### src/rtl/shift_cmd_sequencer.sv
// Command FIFO, issue register and result register wrapped around the external
// combinational arithmetic-right shifter. Optional tag sideband: SHIFT_CMD_TAG_EN.
module shift_cmd_sequencer #(
    parameter int DEPTH = 4
) (
    input  logic                     clk,
    input  logic                     rst_n,
    input  logic                     in_valid,
    output logic                     in_ready,
    input  logic [7:0]               in_num,
    input  logic [2:0]               in_amt,
`ifdef SHIFT_CMD_TAG_EN
    input  logic [1:0]               in_tag,
`endif
    output logic [7:0]               sh_num,
    output logic [2:0]               sh_shift,
    input  logic [7:0]               sh_ans,
    output logic                     out_valid,
    input  logic                     out_ready,
    output logic [7:0]               out_data,
`ifdef SHIFT_CMD_TAG_EN
    output logic [1:0]               out_tag,
`endif
    output logic [$clog2(DEPTH):0]   level
);

    localparam int PW = $clog2(DEPTH);
    localparam int LW = PW + 1;

    typedef struct packed {
`ifdef SHIFT_CMD_TAG_EN
        logic [1:0] tag;
`endif
        logic [7:0] num;
        logic [2:0] amt;
    } cmd_t;

    cmd_t          mem_q [DEPTH];
    logic [PW-1:0] wptr_q, wptr_d, rptr_q, rptr_d;
    logic [LW-1:0] level_q, level_d;
    logic          s1_v_q, s1_v_d;
    cmd_t          s1_q, s1_d;
    logic          out_v_q, out_v_d;
    logic [7:0]    out_data_q, out_data_d;
`ifdef SHIFT_CMD_TAG_EN
    logic [1:0]    out_tag_q, out_tag_d;
`endif
    cmd_t          in_cmd;
    logic          push, pop, ld2, adv1;

    always_comb begin
        in_cmd     = '0;
        in_cmd.num = in_num;
        in_cmd.amt = in_amt;
`ifdef SHIFT_CMD_TAG_EN
        in_cmd.tag = in_tag;
`endif
    end

    // in_ready comes from the registered level only, so a full FIFO never
    // accepts even when the head is popped in the same cycle.
    assign in_ready = (level_q != LW'(DEPTH));
    assign push     = in_valid && in_ready;
    assign ld2      = s1_v_q && (!out_v_q || out_ready);
    assign adv1     = !s1_v_q || ld2;
    assign pop      = adv1 && (level_q != '0);

    always_comb begin
        wptr_d     = wptr_q;
        rptr_d     = rptr_q;
        level_d    = level_q;
        s1_v_d     = s1_v_q;
        s1_d       = s1_q;
        out_v_d    = out_v_q;
        out_data_d = out_data_q;
`ifdef SHIFT_CMD_TAG_EN
        out_tag_d  = out_tag_q;
`endif
        if (push) wptr_d = wptr_q + PW'(1);
        if (pop)  rptr_d = rptr_q + PW'(1);
        case ({push, pop})
            2'b10:   level_d = level_q + LW'(1);
            2'b01:   level_d = level_q - LW'(1);
            default: level_d = level_q;
        endcase
        if (adv1) begin
            s1_v_d = pop;
            if (pop) s1_d = mem_q[rptr_q];
        end
        if (ld2) begin
            out_v_d    = 1'b1;
            out_data_d = sh_ans;
`ifdef SHIFT_CMD_TAG_EN
            out_tag_d  = s1_q.tag;
`endif
        end else if (out_v_q && out_ready) begin
            out_v_d = 1'b0;
        end
    end

    always_ff @(posedge clk or negedge rst_n) begin
        if (!rst_n) begin
            wptr_q     <= '0;
            rptr_q     <= '0;
            level_q    <= '0;
            s1_v_q     <= 1'b0;
            s1_q       <= '0;
            out_v_q    <= 1'b0;
            out_data_q <= '0;
`ifdef SHIFT_CMD_TAG_EN
            out_tag_q  <= '0;
`endif
        end else begin
            wptr_q     <= wptr_d;
            rptr_q     <= rptr_d;
            level_q    <= level_d;
            s1_v_q     <= s1_v_d;
            s1_q       <= s1_d;
            out_v_q    <= out_v_d;
            out_data_q <= out_data_d;
`ifdef SHIFT_CMD_TAG_EN
            out_tag_q  <= out_tag_d;
`endif
        end
    end

    // Storage needs no reset: entries are only read after being written.
    always_ff @(posedge clk) begin
        if (push) mem_q[wptr_q] <= in_cmd;
    end

    assign sh_num    = s1_q.num;
    assign sh_shift  = s1_q.amt;
    assign out_valid = out_v_q;
    assign out_data  = out_data_q;
`ifdef SHIFT_CMD_TAG_EN
    assign out_tag   = out_tag_q;
`endif
    assign level     = level_q;

endmodule

### config.mk
export PLATFORM = sky130hd
export DESIGN_NAME = shift_cmd_sequencer
export DESIGN_NICKNAME = d
export VERILOG_FILES = /design/src/rtl/shift_cmd_sequencer.sv
export SDC_FILE = /design/constraint.sdc
export NUM_CORES = 1
export LEC_CHECK = 0
export ABC_AREA = 1
export BUFFER_PORTS_ARGS = -buffer_cell sky130_fd_sc_hd__buf_2
export CAP_MARGIN = 40
export CORE_MARGIN = 10
export CORE_UTILIZATION = 40
export DETAILED_ROUTE_END_ITERATION = 8
export GPL_TIMING_DRIVEN = 0
export HOLD_SLACK_MARGIN = 0.08
export PLACE_DENSITY = 0.61
export SLEW_MARGIN = 20
export SYNTH_ARGS = -nofsm -noshare
export SYNTH_HDL_FRONTEND = slang
export SYNTH_SLANG_ARGS = --single-unit
### constraint.sdc
create_clock -name clk -period 2.71 [get_ports clk]
set_input_delay 0.1355 -clock clk [delete_from_list [all_inputs] [get_ports clk]]
set_output_delay 0.1355 -clock clk [all_outputs]
set_load 0.1 [all_outputs]
== Word level (Yosys, flattened, before mapping) ==
Memory sizes are Yosys's and may differ from the RTL's. A register that Yosys moved wholly into a read port is not among the register bits.
Index checks and enable logic that the tools add are counted.
Word-level totals
  register bits: 17
  bits in writable memories: 44
  input port bits: 23
  memories: 1
Cells by class
  $add $sub $neg: 4
  eq/ne operators: 3
  mux-type cells: 5
  reductions and logical operators: 13
Memories
  mem_q: depth 4, width 11, read ports 1, clocked after memory_dff 1, write ports 1, RTL line 38  | cmd_t mem_q [DEPTH];
Operators by type and width (count)
  one-hot mux 3 bit (2 select lines): 1
  adder 2 x 1 -> 2 bit, second input constant: 2
  logical AND 1 bit: 4
  2-to-1 mux 1 bit: 4
  nonzero test 2 bit: 2
  adder 3 x 1 -> 3 bit, second input constant: 1
  zero test 1 bit: 3
  inequality test 3 bit, second input constant: 1
  nonzero test 3 bit: 1
  subtractor 3 x 1 -> 3 bit, second input constant: 1
  == test 2 x 1 -> 1 bit, second input constant: 1
  == test 2 bit, second input constant: 1
  logical OR 1 bit: 2
  AND reduction 2 bit: 1

== Depth between registers and ports, before layout ==
  word-level depth: 7
  depth in mapped cells: 12
  mapped depth without buffers: 11

== Worst setup path before layout ==
OpenSTA, ideal clock, no wires.
  path type: register to register
  start point: register level_q[2], in the netlist level[2]
  end point: register level_q[2], in the netlist level[2]
  setup time: 0.126 ns
  data arrival time: 3.259 ns
  slack: -0.674 ns
  stages on the path, launching flop included: 9
  path buffers: 0
  cells stage by stage: dfrtp_1 -> nand3_1 -> nand2_2 -> ha_1 -> inv_1 -> fa_1 -> nand2_1 -> nand3_1 -> xor2_1
Between the ends
  longest elaborated chain between the ends: 4
RTL lines
  start, declared: RTL line 40  | logic [LW-1:0] level_q, level_d;
  start signal, assigned: RTL line 116  | level_q <= level_d;
  inequality test 3 bit *: RTL line 62  | assign in_ready = (level_q != LW'(DEPTH));
  net in_ready: RTL line 9  | output logic in_ready,
  logical AND 1 bit *: RTL line 63  | assign push = in_valid && in_ready;
  == test 2 x 1 -> 1 bit / == test 2 bit (equally long branches): RTL line 81  | case ({push, pop})
  one-hot mux 3 bit (2 select lines) / nonzero test 2 bit (equally long branches)
Mark *: on every way through the listed nets, which the timed path passes. The rest lies on a longest branch.
A chain may end at the register's enable or synchronous reset.

== Worst setup path in the final report ==
  start point: register level_q[1], in the netlist level[1]
  end point: register level_q[2], in the netlist level[2]
Between the ends
  longest elaborated chain between the ends: 4
RTL lines
  nonzero test 3 bit *: RTL line 66  | assign pop = adv1 && (level_q != '0);
  logical AND 1 bit *: RTL line 66
  net pop: RTL line 49  | logic push, pop, ld2, adv1;
  == test 2 x 1 -> 1 bit / == test 2 bit (equally long branches): RTL line 81
  one-hot mux 3 bit (2 select lines) / nonzero test 2 bit (equally long branches)
Marks and branches as above.

==> qor.csv <==
metric,value,unit
core area,7610,um^2
Synth area leaders,"edfxtp_1 43%, dfrtp_1 23%, nand2_1 14%",
# setup viols final,0,
clock latency on the worst-skew pair,0.35,ns
Bufs and invs on worst path,4,
final hold vios,0,
number of synthesized register bits,72,
Post-CTS Hold Buffers,21,
Nets,420,
Slew Limit Fails,0,
Worst Path Required,2.95,ns
Die Height,108,um
fill count,707,
post-CTS sizing,0,
HPWL after DPL,4540,um
highest-delay cell along the critical path,dfrtp_1,
Rows,32,
clock net sink count,72,
synth warn,0,
die area,11700,um^2
setup TNS,0,ns
unrepaired setup endpoints after global routing,no,
run status,"finished, final reports clean",
Crit path max-delay family,adder cells,
Post-Synthesis Cell Area,3090,um^2
Post-Syn Instances,309,
crit-path max FO,10,
Port Buffer Count,46,
initial core utilization,40.7,%
ANT nets after route,0,
Max-cap violations,0,
clk root buf,clkbuf_8,
Cell variety after synth,19,
final wirelength,6430,um
postcts setup bufs,0,
TritonRoute pass-1 iters,4,
Worst-Margin Slew,0.713,ns
residual DRC count,0,
clk buf depth,2,
syn nets,338,
top cell type by total area after synthesis,edfxtp_1,
H-Tree Depth,3,
worst hold path class,in2reg,
syn avg cell area,10.0,um^2
Synth top area share,42.7,%
ant diodes,0,
vias in the first global route,2211,
slowest cell delay on critical path,0.38,ns
CTS tree,built,
"Data arrival, critical path",2.20,ns
largest net degree at the start of global routing,29,
RD Place Congestion,0.768,
initial antenna violation count,0,
DR WL/cell,12.9,um
IO Count,47,
Crit. End Element,register,
first-pass GRT wire length,10800,um
critical path type,reg2reg,
DR iter-0 viols,82,
Startpoint Class,register,
DR vias/cell,4.42,
cts bufs inserted,9,
gr usage total,11.8,%
P&R area growth vs syn,26.7,%
clock skew,0.00766,ns
GRT overflow,0,
Slew headroom,52.3,%
post-layout min period,1.97,ns
"Cell Chain, Critical Path","inv_1, nand3_1, nand2_4, inv_2, buf_6, ha_1, inv_1, fa_1, nand2_1, nand3_1, xor2_1",
fraction of layout cells with a size suffix above 1,20.5,%
sequential share of the synthesized area,65.4,%
via count,2202,
"CTS clk-pin slew, worst paths",0.07,ns
die width,108,um
Final period util,72.6,%
Peak Freq,509,MHz
-- path summary, 6_finish.rpt --
| path | startpoint | to | slack (ns) | cells past startpoint |
|---|---|---|---|---|
| worst max register to register | level[1] | level[2] | 0.74 | 11 |
| worst max-delay path | level[1] | level[2] | 0.74 | 11 |
| worst min-delay path | out_ready | s1_v_q | 0.09 | 4 |
| min in group asynchronous | rst_n | sh_num[7] | 0.33 | 2 |
| worst min register to register | out_data[6] | out_data[6] | 0.47 | 2 |
| max in group asynchronous | rst_n | level[2] | 1.94 | 2 |
-- metrics by stage --
step	hold WS [ns]	instance area, um^2	setup WS, ns	std cells	utilization, %
6_report	0.0870	3920	0.744	498	51.5
5_1_grt	0.0983	3920	0.523	498	51.5
4_1_cts	0.0812	3920	0.721	498	51.5
3_5_place_dp	0.191	3510	0.727	461	46.1
3_3_place_gp	0.189	3460	0.727	457	45.5
2_1_floorplan	-0.160	3110	0.0806	309	-
-- Yosys cell counts --
cell / number
nand2_1: 113
inv_1: 58
edfxtp_1: 44
nand3_1: 34
dfrtp_1: 28
buf_2: 5
ha_1: 5
nor2_1: 4
buf_4: 3
xor2_1: 3
inv_2: 2
nand2_2: 2
xnor2_1: 2
buf_6: 1
fa_1: 1
nand2_4: 1
nand3_4: 1
o21ai_0: 1
o21ai_1: 1
-- logic make-up (layout without fill, tap and decap cells) --
logic type / count (synthesis) / count (layout) / share of synthesized area (%)
AND/OR/NAND/NOR: 155 / 155 / 21.0
buffers and inverters: 69 / 156 / 9.18
AO/OA/AOI/OAI: 2 / 2 / 0.323
adder cells (fa/ha/maj): 6 / 6 / 2.67
flip-flops: 72 / 72 / 65.4
XOR/XNOR: 5 / 5 / 1.42
-- sequential cells by signal, indices dropped and copies added, names as in the netlist --
signal	count
s1_v_q	1
sh_shift	3
wptr_q	2
rptr_q	2
mem_q	44
sh_num	8
level	3
out_data	8
out_valid	1
-- worst min-delay path, cell delays in order --
cell and delay (ns):
buf_2 0.08, inv_1 0.06, nand3_4 0.07, nand2_1 0.05
-- layout by cell type (no fill, tap or decap), drive strengths merged --
cell and n:
bufinv 1, edfxtp 44, inv 60, clkinv 2
xnor2 2, xor2 3, buf 59, dlygate4sd3 21
nand3 35, fa 1, nor2 4, nand2 116
ha 5, dfrtp 28, o21ai 2, clkbuf 13
-- routing by layer --
layer,track usage [%],share of wire (%)
met1,14.1,43
met2,18.6,46
met3,3.09,6.8
met4,7.82,3.5
met5,0,0
-- cell type report --
type                       count  area [um^2]  area share (%)
tap                          102          128            3.26
inverter                      60          225            5.75
clock inverter                 3         40.0            1.02
buffer                         9         58.8            1.50
clock buffer                  13          159            4.05
timing repair buffer          71          485            12.4
sequential                    72         2020            51.6
multi-input combinational    168          800            20.4
Power is not shown: default switching activity piles up to over one toggle a cycle in this logic, so the estimate is an artifact.
